--- config.mk ---
export PLATFORM = sky130hd
export DESIGN_NAME = rvv_retire_arb
export DESIGN_NICKNAME = d
export VERILOG_FILES = /design/src/rtl/rvv_retire_arb_pkg.sv /design/src/rtl/rvv_retire_arb_xrf_slot.sv /design/src/rtl/rvv_retire_arb.sv
export SDC_FILE = /design/constraint.sdc
export NUM_CORES = 1
export LEC_CHECK = 0
export CAP_MARGIN = 30
export CORE_MARGIN = 2
export CORE_UTILIZATION = 35
export CTS_BUF_LIST = sky130_fd_sc_hd__clkbuf_16
export CTS_CLUSTER_DIAMETER = 60
export DETAILED_ROUTE_END_ITERATION = 10
export PLACE_DENSITY_LB_ADDON = 0.12
export SYNTH_ARGS = -nofsm -noshare
export SYNTH_HDL_FRONTEND = slang
export SYNTH_SLANG_ARGS = --single-unit
--- constraint.sdc ---
create_clock -name clk -period 3.65 [get_ports clk]
set_input_delay 0.5475 -clock clk [delete_from_list [all_inputs] [get_ports clk]]
set_output_delay 0.5475 -clock clk [all_outputs]
set_load 0.03 [all_outputs]
--- src/rtl/rvv_retire_arb_pkg.sv ---
// Shared retire-stage definitions: write-back type encodings, the trap
// sequencing states and the per-lane ROB-to-retire record.
package rvv_retire_arb_pkg;

  localparam int RT_VREG_IDX_W = 5;
  localparam int RT_XREG_IDX_W = 5;
  localparam int RT_XLEN       = 32;

  localparam logic [1:0] WB_NONE = 2'b00;
  localparam logic [1:0] WB_VRF  = 2'b01;
  localparam logic [1:0] WB_XRF  = 2'b10;

  typedef enum logic [1:0] {
    ST_IDLE   = 2'd0,
    ST_DRAIN  = 2'd1,
    ST_REPORT = 2'd2,
    ST_FLUSH  = 2'd3
  } trap_state_e;

  typedef struct packed {
    logic                     valid;
    logic [1:0]               wb_type;
    logic [RT_VREG_IDX_W-1:0] vd;
    logic [RT_XREG_IDX_W-1:0] xd;
    logic [RT_XLEN-1:0]       xdata;
    logic                     trap;
  } ROB2RT_t;

endpackage

--- src/rtl/rvv_retire_arb_xrf_slot.sv ---
// Single-entry scalar writeback holding register. A new load may land in
// the same cycle the current entry is accepted.
module rvv_retire_xrf_slot #(
  parameter int XREG_IDX_W = 5,
  parameter int XLEN       = 32
) (
  input  logic                  clk,
  input  logic                  rst,
  input  logic                  load,
  input  logic [XREG_IDX_W-1:0] load_rd,
  input  logic [XLEN-1:0]       load_data,
  input  logic                  ready,
  output logic                  valid,
  output logic [XREG_IDX_W-1:0] rd,
  output logic [XLEN-1:0]       data,
  output logic                  free
);

  // slot can take a new entry when empty or when the current one leaves now
  assign free = !valid || ready;

  // load wins over drain; otherwise hold while stalled, clear on acceptance
  always_ff @(posedge clk) begin
    if (rst) begin
      valid <= 1'b0;
      rd    <= '0;
      data  <= '0;
    end else if (load) begin
      valid <= 1'b1;
      rd    <= load_rd;
      data  <= load_data;
    end else if (valid && ready) begin
      valid <= 1'b0;
    end
  end

endmodule

--- src/rtl/rvv_retire_arb.sv ---
// Retire arbiter: grants an in-order prefix of the ROB head window, drives
// VRF write enables, owns the scalar writeback slot and sequences traps.
//
// state     | meaning
// ST_IDLE   | normal retirement, prefix grants allowed
// ST_DRAIN  | oldest uop trapped, waiting for the XRF slot to empty
// ST_REPORT | trap_valid held until trap_ready
// ST_FLUSH  | one-cycle rob_flush pulse, then back to IDLE
module rvv_retire_arb
  import rvv_retire_arb_pkg::*;
#(
  parameter int NUM_RT_UOP = 4,
  parameter int VREG_IDX_W = RT_VREG_IDX_W,
  parameter int XREG_IDX_W = RT_XREG_IDX_W,
  parameter int XLEN       = RT_XLEN,
  parameter int CNT_W      = 32
) (
  input  logic                                  clk,
  input  logic                                  rst,
  input  logic [NUM_RT_UOP-1:0]                 rob2rt_write_valid,
  input  logic [NUM_RT_UOP-1:0][1:0]            rob2rt_wb_type,
  input  logic [NUM_RT_UOP-1:0][VREG_IDX_W-1:0] rob2rt_vd,
  input  logic [NUM_RT_UOP-1:0][XREG_IDX_W-1:0] rob2rt_xd,
  input  logic [NUM_RT_UOP-1:0][XLEN-1:0]       rob2rt_xdata,
  input  logic [NUM_RT_UOP-1:0]                 rob2rt_trap,
  output logic [NUM_RT_UOP-1:0]                 rt2rob_write_ready,
  output logic [NUM_RT_UOP-1:0]                 vrf_wen,
  output logic                                  rt2xrf_valid,
  output logic [XREG_IDX_W-1:0]                 rt2xrf_rd,
  output logic [XLEN-1:0]                       rt2xrf_data,
  input  logic                                  xrf2rt_ready,
  output logic                                  trap_valid,
  input  logic                                  trap_ready,
  output logic                                  rob_flush,
  output logic [CNT_W-1:0]                      retire_cnt
);

  ROB2RT_t [NUM_RT_UOP-1:0] lane;
  trap_state_e              state, state_d;
  logic                     slot_free;
  logic                     xrf_load;
  logic [XREG_IDX_W-1:0]    xrf_load_rd;
  logic [XLEN-1:0]          xrf_load_data;
  logic                     blocked, xrf_taken, lane_ok;
  logic [CNT_W-1:0]         retire_inc;

  // gather per-lane fields into one record per lane
  always_comb begin
    for (int i = 0; i < NUM_RT_UOP; i++) begin
      lane[i].valid   = rob2rt_write_valid[i];
      lane[i].wb_type = rob2rt_wb_type[i];
      lane[i].vd      = rob2rt_vd[i];
      lane[i].xd      = rob2rt_xd[i];
      lane[i].xdata   = rob2rt_xdata[i];
      lane[i].trap    = rob2rt_trap[i];
    end
  end

  // in-order prefix grant; first failing lane blocks all younger lanes.
  // Every lane below i is granted whenever lane i is still reachable, so the
  // WAW check only needs to look at earlier lane types.
  always_comb begin
    rt2rob_write_ready = '0;
    blocked            = 1'b0;
    xrf_taken          = 1'b0;
    lane_ok            = 1'b0;
    xrf_load           = 1'b0;
    xrf_load_rd        = '0;
    xrf_load_data      = '0;
    for (int i = 0; i < NUM_RT_UOP; i++) begin
      lane_ok = lane[i].valid && !lane[i].trap && (state == ST_IDLE);
      if (lane[i].wb_type == WB_VRF) begin
        for (int j = 0; j < NUM_RT_UOP; j++) begin
          if (j < i && lane[j].wb_type == WB_VRF && lane[j].vd == lane[i].vd) lane_ok = 1'b0;
        end
      end else if (lane[i].wb_type == WB_XRF) begin
        if (xrf_taken || !slot_free) lane_ok = 1'b0;
        xrf_taken = 1'b1;
      end
      if (blocked || !lane_ok) begin
        blocked = 1'b1;
      end else begin
        rt2rob_write_ready[i] = 1'b1;
        if (lane[i].wb_type == WB_XRF) begin
          xrf_load      = 1'b1;
          xrf_load_rd   = lane[i].xd;
          xrf_load_data = lane[i].xdata;
        end
      end
    end
  end

  // VRF enables and the per-cycle retire count
  always_comb begin
    vrf_wen    = '0;
    retire_inc = '0;
    for (int i = 0; i < NUM_RT_UOP; i++) begin
      vrf_wen[i] = rt2rob_write_ready[i] && (lane[i].wb_type == WB_VRF);
      retire_inc = retire_inc + CNT_W'(rt2rob_write_ready[i] & lane[i].valid);
    end
  end

  rvv_retire_xrf_slot #(
    .XREG_IDX_W (XREG_IDX_W),
    .XLEN       (XLEN)
  ) u_xrf_slot (
    .clk       (clk),
    .rst       (rst),
    .load      (xrf_load),
    .load_rd   (xrf_load_rd),
    .load_data (xrf_load_data),
    .ready     (xrf2rt_ready),
    .valid     (rt2xrf_valid),
    .rd        (rt2xrf_rd),
    .data      (rt2xrf_data),
    .free      (slot_free)
  );

  // trap FSM state register and retired-uop counter
  always_ff @(posedge clk) begin
    if (rst) begin
      state      <= ST_IDLE;
      retire_cnt <= '0;
    end else begin
      state      <= state_d;
      retire_cnt <= retire_cnt + retire_inc;
    end
  end

  // trap FSM next state and state-decoded outputs
  always_comb begin
    state_d    = state;
    trap_valid = 1'b0;
    rob_flush  = 1'b0;
    case (state)
      ST_IDLE:   if (rob2rt_write_valid[0] && rob2rt_trap[0]) state_d = ST_DRAIN;
      ST_DRAIN:  if (!rt2xrf_valid) state_d = ST_REPORT;
      ST_REPORT: begin
        trap_valid = 1'b1;
        if (trap_ready) state_d = ST_FLUSH;
      end
      ST_FLUSH: begin
        rob_flush = 1'b1;
        state_d   = ST_IDLE;
      end
      default:   state_d = ST_IDLE;
    endcase
  end

endmodule

After elaboration in Yosys (flattened, before gate mapping)
Index checks and enable logic that the tools add are counted.

Bits of input ports: 188. Logic and storage cells: 134. Output and inout bits: 80. Flip-flop bits (word level): 72.

Multiplexer cells: 62. Equal/unequal tests: 20. $add $sub $neg: 4. Reductions and logical operators: 39. Bitwise logic cells: 4.

Operators by type and width (number): two-way mux 32 bit (8); two-way mux 1 bit (42); two-way mux 5 bit (8); adder 32 x 4 -> 32 bit (1); == test 5 bit (6); logical AND 1 bit (20); == test 2 bit, second input constant (6); == test 2 x 1 -> 1 bit, second input constant (5); zero test 1 bit (9); one-hot mux 2 bit (4 select lines) (1); logical OR 1 bit (7); two-way mux 2 bit (3); adder 3 x 1 -> 4 bit (1); bitwise AND 1 bit (4); inequality test 2 bit, second input constant (2); adder 2 x 1 -> 3 bit (1); AND reduction 3 bit (1); adder 1 x 1 -> 2 bit (1); zero test 2 bit (1); inequality test 2 x 1 -> 1 bit, second input constant (1); nonzero test 2 bit (1).

Depth between registers and ports, before layout
Gate-level depths: netlist of the first run.

Word-level depth: 17. Mapped depth: 17. Mapped depth without buffers: 16.

By module
Synthesis of the first run repeated with hierarchy kept, for this count alone.

Cell total of the unflattened synthesis: 627. Area total of the unflattened synthesis: 4863.4 µm².

Modules (own cells, without submodules): rvv_retire_arb (area an instance 3502.1 µm², sequential area each 680.7 µm², times used 1, cells an instance 504); rvv_retire_xrf_slot (area an instance 1361.3 µm², sequential area each 760.7 µm², times used 1, cells an instance 123).

Least setup slack after synthesis of the first run
No wires, ideal clock.

Path type: in2reg. Start point: in rob2rt_wb_type[3] (netlist bit). End point: reg retire_cnt[26]. Required time: 3522 ps. Path buffers: 1. Setup slack: -532 ps. Setup time: 128 ps. Cell stages on the path: 16. Arrival: 4055 ps. Cells stage by stage: nor2b_1 > maj3_2 > nor3_4 > nand3_2 > buf_4 > nor2_1 > inv_1 > fa_1 > fa_1 > inv_1 > fa_1 > nand3_1 > nor4_2 > nand3_1 > xor2_1 > nor2_1.

Elaborated cells between the ends (all ways): 39. Classes of those cells: 4 x add/sub; 2 x eq/ne; 20 x mux; 3 x bitwise; 10 x reduce/logical.

RTL lines: from (decl) (RTL line rvv_retire_arb.sv:21) `input logic [NUM_RT_UOP-1:0][1:0] rob2rt_wb_type,`; == test 2 bit (RTL line rvv_retire_arb.sv:76) `end else if (lane[i].wb_type == WB_XRF) begin`; two-way mux 1 bit (RTL line rvv_retire_arb.sv:76); two-way mux 1 bit (RTL line rvv_retire_arb.sv:72) `if (lane[i].wb_type == WB_VRF) begin`; logical OR 1 bit (RTL line rvv_retire_arb.sv:77) `if (xrf_taken || !slot_free) lane_ok = 1'b0;`; two-way mux 1 bit (RTL line rvv_retire_arb.sv:77); two-way mux 1 bit (RTL line rvv_retire_arb.sv:76); two-way mux 1 bit (RTL line rvv_retire_arb.sv:72); zero test 1 bit (RTL line rvv_retire_arb.sv:80) `if (blocked || !lane_ok) begin`; logical OR 1 bit (*) (RTL line rvv_retire_arb.sv:80); two-way mux 1 bit (*) (RTL line rvv_retire_arb.sv:80); net rt2rob_write_ready[2] (RTL line rvv_retire_arb.sv:26) `output logic [NUM_RT_UOP-1:0] rt2rob_write_ready,`; bitwise AND 1 bit (*) (RTL line rvv_retire_arb.sv:99) `retire_inc = retire_inc + CNT_W'(rt2rob_write_ready[i] & lane[i].valid);`; adder 2 x 1 -> 3 bit (*) (RTL line rvv_retire_arb.sv:99); adder 3 x 1 -> 4 bit (*) (RTL line rvv_retire_arb.sv:99); adder 32 x 4 -> 32 bit (*) (RTL line rvv_retire_arb.sv:126) `retire_cnt <= retire_cnt + retire_inc;`; to (signal assigned) (RTL line rvv_retire_arb.sv:126); to (decl) (RTL line rvv_retire_arb.sv:35) `output logic [CNT_W-1:0] retire_cnt`.

Mark *: on every way through the listed nets, which the timed path passes. The rest lies on a longest branch. A chain may end at the register's enable or synchronous reset.

Worst setup path in the final report of the first run
Start point: in rob2rt_trap[1]. End point: reg retire_cnt[16].

Word-level cells in the longest chain between the ends: 16. Elaborated cells between the ends (all ways): 23. Classes of those cells: 4 x add/sub; 9 x mux; 3 x bitwise; 7 x reduce/logical.

RTL lines: from (decl) (RTL line rvv_retire_arb.sv:25) `input logic [NUM_RT_UOP-1:0] rob2rt_trap,`; zero test 1 bit (*) (RTL line rvv_retire_arb.sv:71) `lane_ok = lane[i].valid && !lane[i].trap && (state == ST_IDLE);`; logical AND 1 bit (*) (2 in series) (RTL line rvv_retire_arb.sv:71); two-way mux 1 bit (RTL line rvv_retire_arb.sv:77); two-way mux 1 bit (RTL line rvv_retire_arb.sv:76); two-way mux 1 bit (*) (RTL line rvv_retire_arb.sv:72); zero test 1 bit (*) (RTL line rvv_retire_arb.sv:80); logical OR 1 bit (*) (RTL line rvv_retire_arb.sv:80); branches (longest 6 deep; another with adder 2 x 1 -> 3 bit); adder 3 x 1 -> 4 bit (*) (RTL line rvv_retire_arb.sv:99); adder 32 x 4 -> 32 bit (*) (RTL line rvv_retire_arb.sv:126).

Every way passes the cells marked *.

==> summary.md, run 1 <==
| Metric | Value |
|---|---|
| Status | complete, no violations |
| Delay-heaviest family, CP | simple AND/OR/NAND/NOR gates |
| Synthesized flop and latch total | 72 |
| Residual DRC | 0 |
| Slew Limit Fails | 0 |
| WP data arrival | 3.70 ns |
| RSZ-0062 raised after global routing | yes |
| Finished Core Util | 0.655 |
| Clock tree sinks | 72 |
| WHS Endpoint | retire_cnt[31]$_SDFF_PP0_ |
| # diodes | 0 |
| Net Sw Power | 770 uW |
| CTS H-Tree Depth | 3 |
| Power share of the combinational group | 0.330 |
| LEAKAGE | 3.11 nW |
| Nets | 1022 |
| Total GRT Usage | 0.252 |
| Num rows | 41 |
| Final Critical Period | 3.48 ns |
| Worst-path fanout max | 4 |
| Fillcell total | 1076 |
| Die ar. | 0.0140 mm^2 |
| Num CTS Buffers | 9 |
| Reg2Reg Launch Point | state[1]$_SDFFE_PP0P_ |
| Rel. slew slack | 0.694 |
| Hold Startpoint | retire_cnt[31]$_SDFF_PP0_ |
| Die Ht | 118 um |
| R2r endpoint | retire_cnt[16]$_SDFF_PP0_ |
| Share of cells above drive strength 1 | 0.225 |
| Endpoints failing setup | 0 |
| Clock latency on the worst-skew pair | 0.34 ns |
| Internal | 1.82 mW |
| Routed WL per cell | 18.0 um |
| Pin count of the biggest net entering global routing | 38 |
| Final hold vios | 0 |
| GPL Wtd Cong | 0.822 |
| Synth Cell Area | 0.00458 mm^2 |
| Crit. End Element | register |
| Worst Setup Path Type | in2reg |
| Core Area | 0.0127 mm^2 |
| Power Dens Cells | 311 mW/mm^2 |
| Fmax | 287 MHz |
| Initial Util | 0.361 |
| Number of routed nets with antenna violations | 0 |
| Pre-antenna DRT Iters | 4 |
| Element type at the critical path start | primary input |
| Hold Buf Count CTS | 0 |
| Worst Skew | 0.0121 ns |
| Peak supply drop | 0.307 mV |
| Cells after Synth | 503 |
| Seq pwr share | 0.329 |
| FF-to-FF setup slack | 0.18 ns |
| YS warnings | 0 |
| Vias | 5281 |
| Number of synthesized flops with an enable pin | 0 |
| Worst EP required | 3.86 ns |
| Distinct cells, synth | 63 |
| Crit-path slowest cell | or4_4 |
| CTS tree | done |
| Chip width | 118 um |
| Root buffer cell | clkbuf_16 |
| Clock share of power | 0.341 |
| Mean Syn Cell Area | 9.10 um^2 |
| # port buffers | 267 |
| WL final | 18000 um |
| Vias in the first global route | 5412 |
| Primary FF master, synth | dfxtp_1 |
| GR Overflow Total | 0 |
| DRT iter0 DRCs | 260 |
| CP max stage delay | 0.43 ns |
| Layout Area Growth over Synthesis | 81.5% |
| Buf/Inv on CP | 3 |
| Final HPWL DP | 13600 um |
| Hold Path Depth | 2 |
| Part of the cycle the worst path needs | 0.954 |
| Hold WS | 0.520 ns |
| Worst-Margin Slew | 0.459 ns |
| Vias/cell | 5.27 |
| Max Cap Viol | 0 |
| Register area share after synthesis | 0.315 |
| Clock-pin slew on the worst setup and hold paths | 0.06 ns |
| Ys async rst share | 0 |
| Global-route wire length before repair | 28200 um |
| FF+latch area | 0.00144 mm^2 |
| Design Power | 2.59 mW |
| I/O pins | 268 |
| Switching Fraction | 0.298 |
| Hold Crit Class | reg2reg |
| Mapped Nets | 700 |
| Antenna violations before repair | 0 |
| R2R depth | 16 |
| CTS max path bufs | 2 |
| Final setup TNS | 0 ns |
| Crit-path cells | clkdlybuf4s50_1, nand2b_4, nor3_4, nand3_4, or4_4, a221o_1, fa_2, inv_2, fa_2, nand3_4, buf_6, nor3_4, nand4_1, xor2_1, nor2_1 |
| Area occupied by multi-input gates | 0.00311 mm^2 |
## cells by family (layout without fill, tap and decap cells)
family	after synthesis	count (layout)	share of synthesized area
flops	72	72	0.315
simple gates	152	152	0.190
fa+ha+maj	10	10	0.0320
buf+inv	44	371	0.0492
xor+xnor	58	58	0.111
compound gates	165	165	0.298
mux	2	2	0.00465
## registers in the layout, indices dropped and copies added (netlist names)
signal            flops
u_xrf_slot.rd         5
u_xrf_slot.valid      1
u_xrf_slot.data      32
retire_cnt           32
state                 2
## layout make-up
type	count	share of cell area
inverters	11	0.00497
repair buffers	344	0.385
flip-flops and latches	72	0.174
clock buffers	9	0.0271
clock inverters	7	0.00859
multi-input cells	387	0.375
well taps	172	0.0259
## power by group through the flow
stage	Sequential, mW	Combinational (mW)	Clock, mW
final	0.850	0.853	0.882
after global routing	0.853	0.915	0.928
after CTS	0.846	0.828	0.900
after detailed placement	0.862	0.822	0
after global placement	0.860	0.806	0
after floorplan	0.913	0.340	0
## worst min-delay path: cells and delay by family (launching register included)
family,cells,cell delay [ns]
flip-flops,1,0.34
XOR/XNOR,1,0.07
AND/OR/NAND/NOR,1,0.07
## how the worst max path moves through the flow
stage / startpoint / to / slack, ns / cells after the start
final: rob2rt_trap[1] / retire_cnt[16]$_SDFF_PP0_ / 0.17 / 15
after global routing: state[1]$_SDFFE_PP0P_ / retire_cnt[27]$_SDFF_PP0_ / -0.03 / 16
after CTS: rob2rt_vd[2] / retire_cnt[26]$_SDFF_PP0_ / 0.02 / 15
after detailed placement: rob2rt_wb_type[3] / retire_cnt[15]$_SDFF_PP0_ / -0.64 / 16
after global placement: rob2rt_wb_type[3] / retire_cnt[26]$_SDFF_PP0_ / -0.52 / 15
after floorplan: rob2rt_vd[1] / retire_cnt[23]$_SDFF_PP0_ / -0.10 / 14
## synthesized netlist by cell type, drive strengths merged, types with 4 or more instances
master | n | area, um^2
nor2b | 8 | 65.1
clkbuf | 11 | 41.3
a221oi | 36 | 440
nand2b | 8 | 50.1
nor2 | 54 | 203
nand4 | 10 | 62.6
buf | 22 | 143
o31ai | 35 | 263
nor3 | 12 | 81.3
inv | 10 | 37.5
a21oi | 40 | 223
or3 | 5 | 36.3
nand3 | 16 | 90.1
nand2 | 17 | 66.3
dfxtp | 72 | 1440
a22o | 20 | 175
xor2 | 30 | 263
a22oi | 15 | 113
nor4 | 4 | 46.3
o21ai | 7 | 38.8
ha | 6 | 75.1
xnor2 | 28 | 245
and3 | 5 | 31.3
## placed cells by master, fill, tap and decap left out, types with 3 or more instances in the layout
cell,count
dlymetal6s2s_1,8
or3_1,3
a22oi_1,15
clkdlybuf4s50_1,236
a221oi_2,20
a221oi_1,16
nor3_1,5
nand2_1,16
clkbuf_2,17
buf_4,77
xor2_1,27
nor3_2,4
nor3_4,3
inv_2,4
dfxtp_1,72
nand2b_4,4
nand3_1,12
o31ai_1,35
nor4_4,3
and4_1,3
a21oi_2,5
clkbuf_16,9
ha_1,5
xor2_2,3
xnor2_1,27
inv_1,7
nand2b_1,4
nor2_1,53
a22o_1,20
and3_1,5
a21oi_1,34
nor2b_1,4
buf_6,3
nand4_1,10
o21ai_0,5
## per-layer routing
metal,vias up,GRT usage,wire (um)
met5,-,0,0
met2,199,0.439,9000
li1,2546,-,-
met1,2499,0.289,7200
met4,0,0.0956,523
met3,37,0.0743,1330
## through the flow
stage	setup WS, ns	cell area [um^2]	cells
2_1_floorplan	-0.101	4620	503
3_3_place_gp	-0.521	7840	976
3_5_place_dp	-0.642	7840	976
4_1_cts	0.0196	8200	997
5_1_grt	-0.0266	8300	1002
6_report	0.166	8300	1002
## timing repair
item | CTS | global route
setup endpoints to repair | 25 | 24
cloned | 0 | 0
pin swaps | 17 | 22
resized for setup | 30 | 63
buffers inserted | 6 | 5
No activity file was read; power rests on OpenSTA's default activity.
==> run 2: changes to the inputs <==
Settings changed: SETUP_SLACK_MARGIN set to 0.05.
Clock period 3.65 ns to 3 ns, I/O delays scaled along.
==> run 2 against run 1 <==
The run now ends with negative setup slack left. Die area did not move. First-iteration DRC count is 26% higher. Utilization rose by 2.3 points. Sequential power rose by 21%. Critical path depth up 2. Critical path type is now reg2reg. Flip-flop and latch count is the same. Power up 21%. Cell count rose by 1.8%.
==> summary.md, run 2 (synthesis results as in run 1) <==
| Metric | Value |
|---|---|
| WL met3 | 1070 um (-19%) |
| Vias | 5368 (+1.6%) |
| Max Cap Viol | 0 (unchanged) |
| Routed WL per cell | 18.1 um (+0.69%) |
| Worst Setup Path Type | reg2reg |
| Die ar. | 0.0140 mm^2 (unchanged) |
| Share of cells above drive strength 1 | 0.246 (+0.0203) |
| Final hold vios | 0 (unchanged) |
| Vias in the first global route | 5488 (+1.4%) |
| # port buffers | 267 (unchanged) |
| Num CTS Buffers | 9 (unchanged) |
| Num rows | 41 (unchanged) |
| CTS max path bufs | 2 (unchanged) |
| Chip width | 118 um (unchanged) |
| I/O pins | 268 (unchanged) |
| Metal-1 WL | 7470 um (+3.7%) |
| Status | finished with violations |
| Worst EP required | 3.21 ns (-0.65 ns) |
| WL final | 18500 um (+2.5%) |
| Total GRT Usage | 0.257 (+0.00547) |
| Antenna violations before repair | 1 (+1) |
| Rel. slew slack | 0.586 (-0.107) |
| GPL Wtd Cong | 0.796 (-3.2%) |
| Root buffer cell | clkbuf_16 |
| LEAKAGE | 3.22 nW (+3.5%) |
| Worst Skew | 0.00960 ns (-0.00250 ns) |
| Die Ht | 118 um (unchanged) |
| RSZ-0062 raised after global routing | yes |
| Power Dens Cells | 364 mW/mm^2 (+17%) |
| Element type at the critical path start | register |
| Initial Util | 0.361 (unchanged) |
| Most frequent cells in the layout | 236 x clkdlybuf4s50_1, 84 x buf_4, 70 x dfxtp_1 |
| Clock latency on the worst-skew pair | 0.34 ns (about the same) |
| Finished Core Util | 0.678 (+0.0228) |
| Global-route wire length before repair | 29000 um (+2.6%) |
| WP data arrival | 3.78 ns (+0.08 ns) |
| Pre-CTS WS | -1.26 ns (-0.613 ns) |
| Pre-antenna DRT Iters | 4 (unchanged) |
| Worst-path fanout max | 4 (unchanged) |
| Worst-Margin Slew | 0.617 ns (+0.158 ns) |
| Clock tree sinks | 72 (unchanged) |
| GR Overflow Total | 0 (unchanged) |
| CP max stage delay | 0.49 ns (+0.06 ns) |
| Crit-path cells | inv_2, ha_4, nand3b_1, a21oi_4, o21ai_4, or4_4, a221o_1, fa_2, buf_6, inv_2, fa_2, nand3_4, buf_4, nor3_4, nand4_1, xor2_1, nor2_1 |
| Nets | 1039 (+1.7%) |
| Peak supply drop | 0.428 mV (+39%) |
| Final setup margin | -0.572 ns (-0.738 ns) |
| Residual DRC | 0 (unchanged) |
| Regs by FF count | retire_cnt (32), u_xrf_slot.data (32), u_xrf_slot.rd (5) |
| Core Area | 0.0127 mm^2 (unchanged) |
| Hold Path Depth | 2 (unchanged) |
| Pin count of the biggest net entering global routing | 38 (unchanged) |
| Clock-pin slew on the worst setup and hold paths | 0.06 ns (about the same) |
| Failing checks | negative setup slack |
| Part of the cycle the worst path needs | 1.19 |
| CTS tree | done |
| R2R depth | 17 (+1) |
| Crit-path slowest cell | or4_4 |
| Vias/cell | 5.26 (-0.15%) |
| Commonest non-fill, non-tap cell in the layout | clkdlybuf4s50_1 |
| CTS H-Tree Depth | 3 (unchanged) |
| Slew Limit Fails | 0 (unchanged) |
| Detail Route met2 WL | 9540 um (+6.0%) |
| Hold Crit Class | reg2reg |
| Fmax | 280 MHz |
| Endpoints failing setup | 30 (+30) |
| Number of routed nets with antenna violations | 0 (unchanged) |
| Layout Area Growth over Synthesis | 87.8% |
| DRT iter0 DRCs | 327 (+26%) |
| Hold Buf Count CTS | 0 (unchanged) |
| Crit. End Element | register |
| Final HPWL DP | 13700 um (+0.41%) |
| Final setup TNS | -12.73 ns (-12.73 ns) |
| Final Critical Period | 3.57 ns |
| Top Metal Used | met4 |
## run 2: changes by cell type in the layout (fill, tap and decap cells not counted), sizes merged, moves of 5 or more
cell / previous run / this run
dlygate4sd2: 0 / 11
clkdlybuf4s15: 2 / 7
dlymetal6s2s: 8 / 3
buf: 81 / 99
clkbuf: 26 / 14
## run 2: per-stage QoR
step | total power, mW | std cells | area, um^2 | hold slack [ns]
after floorplan | 1.52 | 503 | 4630 | 0.518
after global placement | 2.05 | 983 | 7920 | 0.495
after detailed placement | 2.08 | 985 | 7950 | 0.515
after CTS | 3.11 | 1011 | 8440 | 0.526
after global routing | 3.27 | 1020 | 8590 | 0.548
final | 3.13 | 1020 | 8590 | 0.517
## run 2: worst max-delay path, delay by kind of cell (launching register included)
kind	cells	cell delay, ns
fa+ha+maj	3	0.82
flops	1	0.33
buf+inv	4	0.42
xor+xnor	1	0.17
compound gates	3	0.59
simple gates	6	1.12
## run 2: final timing paths
check | from | to | slack, ns
worst max register to register | state[1]$_SDFFE_PP0P_ | retire_cnt[16]$_SDFF_PP0_ | -0.57
worst min register to register | u_xrf_slot.data[17]$_SDFFE_PP0P_ | u_xrf_slot.data[17]$_SDFFE_PP0P_ | 0.52
worst min-delay path | u_xrf_slot.data[17]$_SDFFE_PP0P_ | u_xrf_slot.data[17]$_SDFFE_PP0P_ | 0.52
worst max-delay path | state[1]$_SDFFE_PP0P_ | retire_cnt[16]$_SDFF_PP0_ | -0.57
## run 2: repair_timing
item	CTS	global route
pin swaps	32	31
setup endpoints to repair	35	33
gates resized for setup	65	37
gates cloned	0	0
buffers inserted	10	8
## run 2: metal layers
metal / GRT usage / up-vias
li1: - / 2584
met1: 0.303 / 2563
met2: 0.458 / 194
met3: 0.0526 / 27
met4: 0.0934 / 0
met5: 0 / -
## run 2: area by class of cell
type,count,area (um^2)
fillers,1036,4080
well taps,172,215
repair buffers,361,3420
flip-flops and latches,72,1440
inverters,11,41.3
clock buffers,9,225
clock inverters,7,53.8
diodes,1,2.50
multi-input cells,387,3190
## run 2: where the power goes
group / switching (mW) / leakage, nW / internal (mW) / total, mW
clock network: 0.444 / 0.130 / 0.565 / 1.01
logic: 0.485 / 2.50 / 0.602 / 1.09
registers: 0.0308 / 0.582 / 1.00 / 1.03
total: 0.960 / 3.22 / 2.17 / 3.13
